[src/rtl/multiexp_pkg.sv]
// ---------------------------------------------------------------------------
// multiexp_pkg
// Definitions shared across the multiexp memory-side blocks.
//   BURSTCOUNT_W : width of the Avalon-MM burstcount field (1..64 beats)
//   init_state_e : sequencing states of the memory initialiser
// ---------------------------------------------------------------------------
package multiexp_pkg;

   localparam int BURSTCOUNT_W = 7;

   typedef enum logic [1:0] {
      ST_IDLE  = 2'd0,
      ST_WRITE = 2'd1,
      ST_DONE  = 2'd2
   } init_state_e;

endpackage : multiexp_pkg

[src/rtl/mem_init.sv]
// ---------------------------------------------------------------------------
// mem_init
// Clears a memory region by streaming FILL into NUM_WORDS words through an
// Avalon-MM burst write master, then reports completion so the reset
// controller can release the controller-side reset.
//
// Ports
//   bus_clk          in   clock (rising edge)
//   cpu_resetn       in   asynchronous active-low reset
//   mpfe_reset_n     in   memory port ready (synchronous level); high runs
//                         the clear sequence, low abandons it
//   avm_address      out  word address of the first beat of the burst
//   avm_write        out  write request
//   avm_writedata    out  constant FILL
//   avm_byteenable   out  constant all ones
//   avm_burstcount   out  constant BURST
//   avm_waitrequest  in   slave stall
//   init_done        out  whole region has been written
//   init_busy        out  clear sequence in progress
// ---------------------------------------------------------------------------
module mem_init
   import multiexp_pkg::*;
#(
   parameter int                ADDR_W    = 26,
   parameter int                DATA_W    = 256,
   parameter int                BURST     = 8,
   parameter int                NUM_WORDS = 2**26,
   parameter logic [DATA_W-1:0] FILL      = '0
) (
   input  logic                    bus_clk,
   input  logic                    cpu_resetn,
   input  logic                    mpfe_reset_n,
   output logic [ADDR_W-1:0]       avm_address,
   output logic                    avm_write,
   output logic [DATA_W-1:0]       avm_writedata,
   output logic [DATA_W/8-1:0]     avm_byteenable,
   output logic [BURSTCOUNT_W-1:0] avm_burstcount,
   input  logic                    avm_waitrequest,
   output logic                    init_done,
   output logic                    init_busy
);

   // One extra address bit so the post-increment past the final burst of a
   // full 2**ADDR_W region does not alias back to zero.
   localparam int                    CNT_W     = ADDR_W + 1;
   localparam logic [CNT_W-1:0]      LAST_ADDR = CNT_W'(NUM_WORDS - BURST);
   localparam logic [CNT_W-1:0]      BURST_INC = CNT_W'(BURST);
   localparam logic [BURSTCOUNT_W-1:0] LAST_BEAT = BURSTCOUNT_W'(BURST - 1);

   init_state_e             state_q, state_d;
   logic [CNT_W-1:0]        addr_q, addr_d;
   logic [BURSTCOUNT_W-1:0] beat_q, beat_d;
   logic                    write_q, write_d;
   logic                    done_q, done_d;
   logic                    busy_q, busy_d;
   logic                    accept;

   // write_q mirrors "state is WRITE", so this is the accepted-beat strobe.
   assign accept = write_q && !avm_waitrequest;

   always_comb begin
      state_d = state_q;
      addr_d  = addr_q;
      beat_d  = beat_q;

      case (state_q)
         ST_IDLE: begin
            if (mpfe_reset_n) begin
               addr_d  = '0;
               beat_d  = '0;
               state_d = ST_WRITE;
            end
         end
         ST_WRITE: begin
            if (accept) begin
               if (beat_q == LAST_BEAT) begin
                  beat_d = '0;
                  addr_d = addr_q + BURST_INC;
                  // Completion keys off the burst-start address, never off
                  // an address-counter overflow.
                  if (addr_q == LAST_ADDR) begin
                     state_d = ST_DONE;
                  end
               end else begin
                  beat_d = beat_q + 1'b1;
               end
            end
         end
         ST_DONE: begin
            state_d = ST_DONE;
         end
         default: begin
            state_d = ST_IDLE;
         end
      endcase

      // Losing the memory port abandons everything; progress is not kept.
      if (!mpfe_reset_n) begin
         state_d = ST_IDLE;
         addr_d  = '0;
         beat_d  = '0;
      end

      // Outputs are registered copies of the next-state decode.
      write_d = (state_d == ST_WRITE);
      busy_d  = (state_d == ST_WRITE);
      done_d  = (state_d == ST_DONE);
   end

   always_ff @(posedge bus_clk or negedge cpu_resetn) begin
      if (!cpu_resetn) begin
         state_q <= ST_IDLE;
         addr_q  <= '0;
         beat_q  <= '0;
         write_q <= 1'b0;
         done_q  <= 1'b0;
         busy_q  <= 1'b0;
      end else begin
         state_q <= state_d;
         addr_q  <= addr_d;
         beat_q  <= beat_d;
         write_q <= write_d;
         done_q  <= done_d;
         busy_q  <= busy_d;
      end
   end

   assign avm_address    = addr_q[ADDR_W-1:0];
   assign avm_write      = write_q;
   assign avm_writedata  = FILL;
   assign avm_byteenable = '1;
   assign avm_burstcount = BURSTCOUNT_W'(BURST);
   assign init_done      = done_q;
   assign init_busy      = busy_q;

endmodule : mem_init
[config.mk]
export PLATFORM = sky130hd
export DESIGN_NAME = mem_init
export DESIGN_NICKNAME = d
export VERILOG_FILES = /design/src/rtl/multiexp_pkg.sv /design/src/rtl/mem_init.sv
export SDC_FILE = /design/constraint.sdc
export NUM_CORES = 1
export LEC_CHECK = 0
export ABC_CLOCK_PERIOD_IN_PS = 4000
export BUFFER_PORTS_ARGS = -buffer_cell sky130_fd_sc_hd__buf_2
export CORE_AREA = 8 8 123 125
export DETAILED_ROUTE_END_ITERATION = 6
export DIE_AREA = 0 0 131 133
export GPL_ROUTABILITY_DRIVEN = 0
export PLACE_DENSITY = 0.72
export SYNTH_ARGS = -nofsm -noshare
export SYNTH_HDL_FRONTEND = slang
export SYNTH_SLANG_ARGS = --single-unit
[constraint.sdc]
create_clock -name bus_clk -period 4 [get_ports bus_clk]
set_input_delay 0.2 -clock bus_clk [delete_from_list [all_inputs] [get_ports bus_clk]]
set_output_delay 0.2 -clock bus_clk [all_outputs]
set_load 0.01 [all_outputs]
* After elaboration in Yosys (flattened, before gate mapping)
Index checks and enable logic that the tools add are counted.
** Word-level totals
- Word-level logic and storage cells :: 34
- Output and inout port bits :: 324
- Input port bits :: 4
- Register bits :: 38
** Cells by class
- Mux-type cells :: 13
- Reduce and logical (&&, ||, !) cells :: 5
- Add/sub/neg operators :: 2
- Equal/unequal tests :: 9
** Operators by type and width (number)
- 2-to-1 mux 27 bit :: 3
- case mux 27 bit (2 select lines) :: 1
- adder 27 x 4 -> 27 bit (second input constant) :: 1
- equality test 27 x 26 -> 1 bit (second input constant) :: 1
- 2-to-1 mux 7 bit :: 3
- case mux 7 bit (2 select lines) :: 1
- 2-to-1 mux 2 bit :: 4
- adder 7 x 1 -> 7 bit (second input constant) :: 1
- equality test 7 x 3 -> 1 bit (second input constant) :: 1
- != test 3 bit (second input constant) :: 2
- case mux 2 bit (3 select lines) :: 1
- equality test 2 x 1 -> 1 bit (second input constant) :: 2
- equality test 2 bit (second input constant) :: 2
- != test 3 x 1 -> 1 bit (second input constant) :: 1
- AND reduction 3 bit :: 1
- zero test 2 bit :: 1
- AND reduction 2 bit :: 1
- logical AND 1 bit :: 1
- zero test 1 bit :: 1

* Logic depth before layout (Yosys ltp)
- Depth in word-level cells :: 7
- Mapped depth :: 7
- Gate-level depth less buffers :: 6

* Least setup slack after synthesis
No wires, ideal clock.
- Path type :: reg2reg
- Start :: reg beat_q[0]
- End :: reg addr_q[19]
- Data arrival time :: 2.113 ns
- Setup time :: 0.066 ns
- Buffers on the path :: 1
- Data required time :: 3.934 ns
- Period minus slack after synthesis :: 2.179 ns
- Setup slack :: 1.821 ns
- Cell stages (with the launch flop) :: 8
- Cells stage by stage :: dfrtp_1 > ha_1 > nand4bb_1 > o31a_1 > or4_1 > clkbuf_1 > or4_1 > nand2_1
** On the way
- Cells in the longest elaborated chain, start to end :: 3
** RTL lines
- start, declared :: line mem_init.sv:52 : logic [BURSTCOUNT_W-1:0] beat_q, beat_d;
- start signal, assigned :: line mem_init.sv:121 : beat_q <= beat_d;
- equality test 7 x 3 -> 1 bit :: line mem_init.sv:76 : if (beat_q == LAST_BEAT) begin
- != test 3 bit (no source line)
- AND reduction 3 bit (no source line)
- end signal, assigned :: line mem_init.sv:120 : addr_q <= addr_d;
- end, declared :: line mem_init.sv:51 : logic [CNT_W-1:0] addr_q, addr_d;
Every way passes these cells.
A chain may end at the register's enable or synchronous reset.

* Worst setup path after layout
Ends and elaborated chain as after synthesis.

==> results.yml <==
run_status:
  status: "finished, final reports clean"
die:
  die_h_um: 133
  row_count: 42
  dieArea_mm2: 0.0174
  core_area_mm2: 0.0131
  fp.dieW_um: 131
  io_pins: 328
  initial_utilization_pct: 32.8
timing:
  fin_skew_ns: 0.00495
  tightest_slew_ns: 1.09
  period_share_pct: 61.3
  slew_viol_final: 0
  relSlewSlack_pct: 26.4
  fmax_mhz: 408
  hold_viol: 0
  fin_crit_ns: 2.45
  rsz0062_at_grt: "false"
  fin_tns_setup_ns: 0
  holdWs_ns: 0.00636
  finalSetupViolCount: 0
power:
  ir_drop_mv: 0.145
  p_int_w: 0.000613
  power.density_mw_per_mm2: 266
  switchingPower_w: 0.000312
  p_leak_nw: 1.97
  p_comb_share_pct: 19.7
  p_sw_share_pct: 33.7
  power_w: 0.000924
  p_seq_share_pct: 39.3
  p_clk_share_pct: 41.0
cts:
  numCtsBuffers: 5
  cts_root_buf: "clkbuf_16"
  clkTransAtPathRegs_ns: 0.05
  cts_resized: 0
  cts_tree: "built"
  ctsHoldBuffers: 0
  clockBufferDepth: 2
  cts_sinks: 35
  clkLatencyLatePin_ns: 0.28
  htreeDepth: 2
  postCtsSetupRepairBufs: 0
cells_and_area:
  drive_above_1_share_pct: 7.55
  fin_nets: 536
  fillCellCount: 1479
  multiInputGateArea_mm2: 0.00206
  seq_area_um2: 876
  postLayoutCellArea_mm2: 0.00347
  syn2layout_area_growth_pct: -19.3
  num_antenna_cells: 0
  utilization_pct: 26.5
synth:
  ys_async_sr_fraction_pct: 100
  synth.area.top_cells: "buf_4 (56%), dfrtp_1 (20%), nor2_1 (2.0%)"
  synth_edf_count: 0
  syn_area_per_cell_um2: 8.15
  yosysSeqAreaShare_pct: 20.4
  synth_common_cells: "buf_4 (322), dfrtp_1 (35), nor2_1 (23)"
  synth-main-ff-cell: "dfrtp_1"
  ys_seq_elements: 35
  synth_most_common_cell: "buf_4"
  synth_cells: 527
  synth_top_area_share_pct: 56.3
  yosysWarnings: 0
  synthesis.area_mm2: 0.00430
  synth_top_area_cell: "buf_4"
  post_synth_num_cell_types: 41
route:
  dr.pass1.iters: 4
  vias: 2417
  drc: 0
  drt_iter0_drc: 97
  wl_per_cell_um: 11.9
  ant_nets: 0
  wl_mm: 8.43
  vias_per_cell: 3.42
worst_hold_path:
  hold_class: "in -> async"
critical_path:
  cp_top_family: "simple AND/OR/NAND/NOR gates"
  critPathLaunchType: "register"
  crit_top_cell: "or4_1"
  end_kind: "register"
  reg2reg_slack_ns: 1.55
  cp_slowest_cell: "or4_1"
  reg2reg_depth: 6
  path_buf_inv: 0
  slowest_delay_ns: 0.66
  crit_chain: "ha_1, nand4bb_1, o31a_1, or4_1, or4_1, nand2_1"
  crit_type: "reg -> reg"
  worstPathRequired_ns: 4.22
  cp.depth: 6
  critical_path_arrival_ns: 2.67
  worst-path-max-fanout: 14
global_route:
  grt_max_degree: 36
  grt_pass1_vias: 2421
  antenna_found_initial: 0
  grt_pass1_wl_mm: 12.0
  grt_usage_pct: 8.28
  globalRouteOverflowTotal: 0
placement:
  port_buffers: 29
  placed_area_mm2: 0.00332
  hpwlAfterDp_mm: 7.20
job:
  maxCapViolCount: 0
==> cell type report <==
type	count	area share, %
well taps	176	6.35
flip-flops and latches	35	25.3
clock inverters	1	0.144
inverters	3	0.325
multi-input cells	455	59.5
repair buffers	30	4.40
clock buffers	6	4.00
==> worst paths after layout <==
path / to / from
worst min register to register: beat_q[1] / beat_q[1]
max in group asynchronous: beat_q[1] / cpu_resetn
worst max register to register: addr_q[19] / beat_q[0]
worst min-delay path: addr_q[26] / cpu_resetn
worst max-delay path: addr_q[19] / beat_q[0]
min in group bus_clk: state_q[1] / mpfe_reset_n
==> metrics by stage <==
stage | worst slack, ns | instances
final | 1.55 | 706
after global routing | 1.35 | 706
after CTS | 1.55 | 706
after detailed placement | 1.57 | 699
after global placement | 1.61 | 699
after floorplan | 1.82 | 823
==> per-layer routing <==
metal	global-route usage, %	vias to the layer above	wire length, um
met5	0	-	0
met4	2.23	0	52
met3	2.65	6	1090
met2	15.6	173	4470
li1	-	1111	-
met1	8.41	1127	2820
==> placed cells by master, fill, tap and decap left out, types with 5 or more instances in the layout <==
master / n
dfrtp_1: 35
xnor2_1: 9
a21oi_1: 7
nor3_1: 8
nor2_1: 23
conb_1: 298
nand2_1: 15
and4_1: 7
o21ai_0: 12
and3_1: 5
nand4_1: 10
nand3_1: 14
buf_2: 29
clkbuf_16: 5
xor2_1: 5
==> cells by family after synthesis <==
logic type	share of synthesized area [%]
simple gates	12.6
fa+ha+maj	0.582
buf+inv	57.4
other cells	0.175
flops	20.4
compound gates	6.03
xor+xnor	2.85
==> flip-flops by register name (all words and copies together) (netlist names) <==
signal / flops
state_q: 2
init_done: 1
init_busy: 1
beat_q: 7
addr_q: 24
==> power groups by stage <==
stage          Combinational [W]  Sequential (W)  Clock (W)
2_1_floorplan           0.000366        0.000369          0
3_3_place_gp            0.000166        0.000369          0
3_5_place_dp            0.000166        0.000370          0
4_1_cts                 0.000166        0.000363   0.000389
5_1_grt                 0.000203        0.000364   0.000407
6_report                0.000182        0.000364   0.000379
No activity file was read; power rests on OpenSTA's default activity.
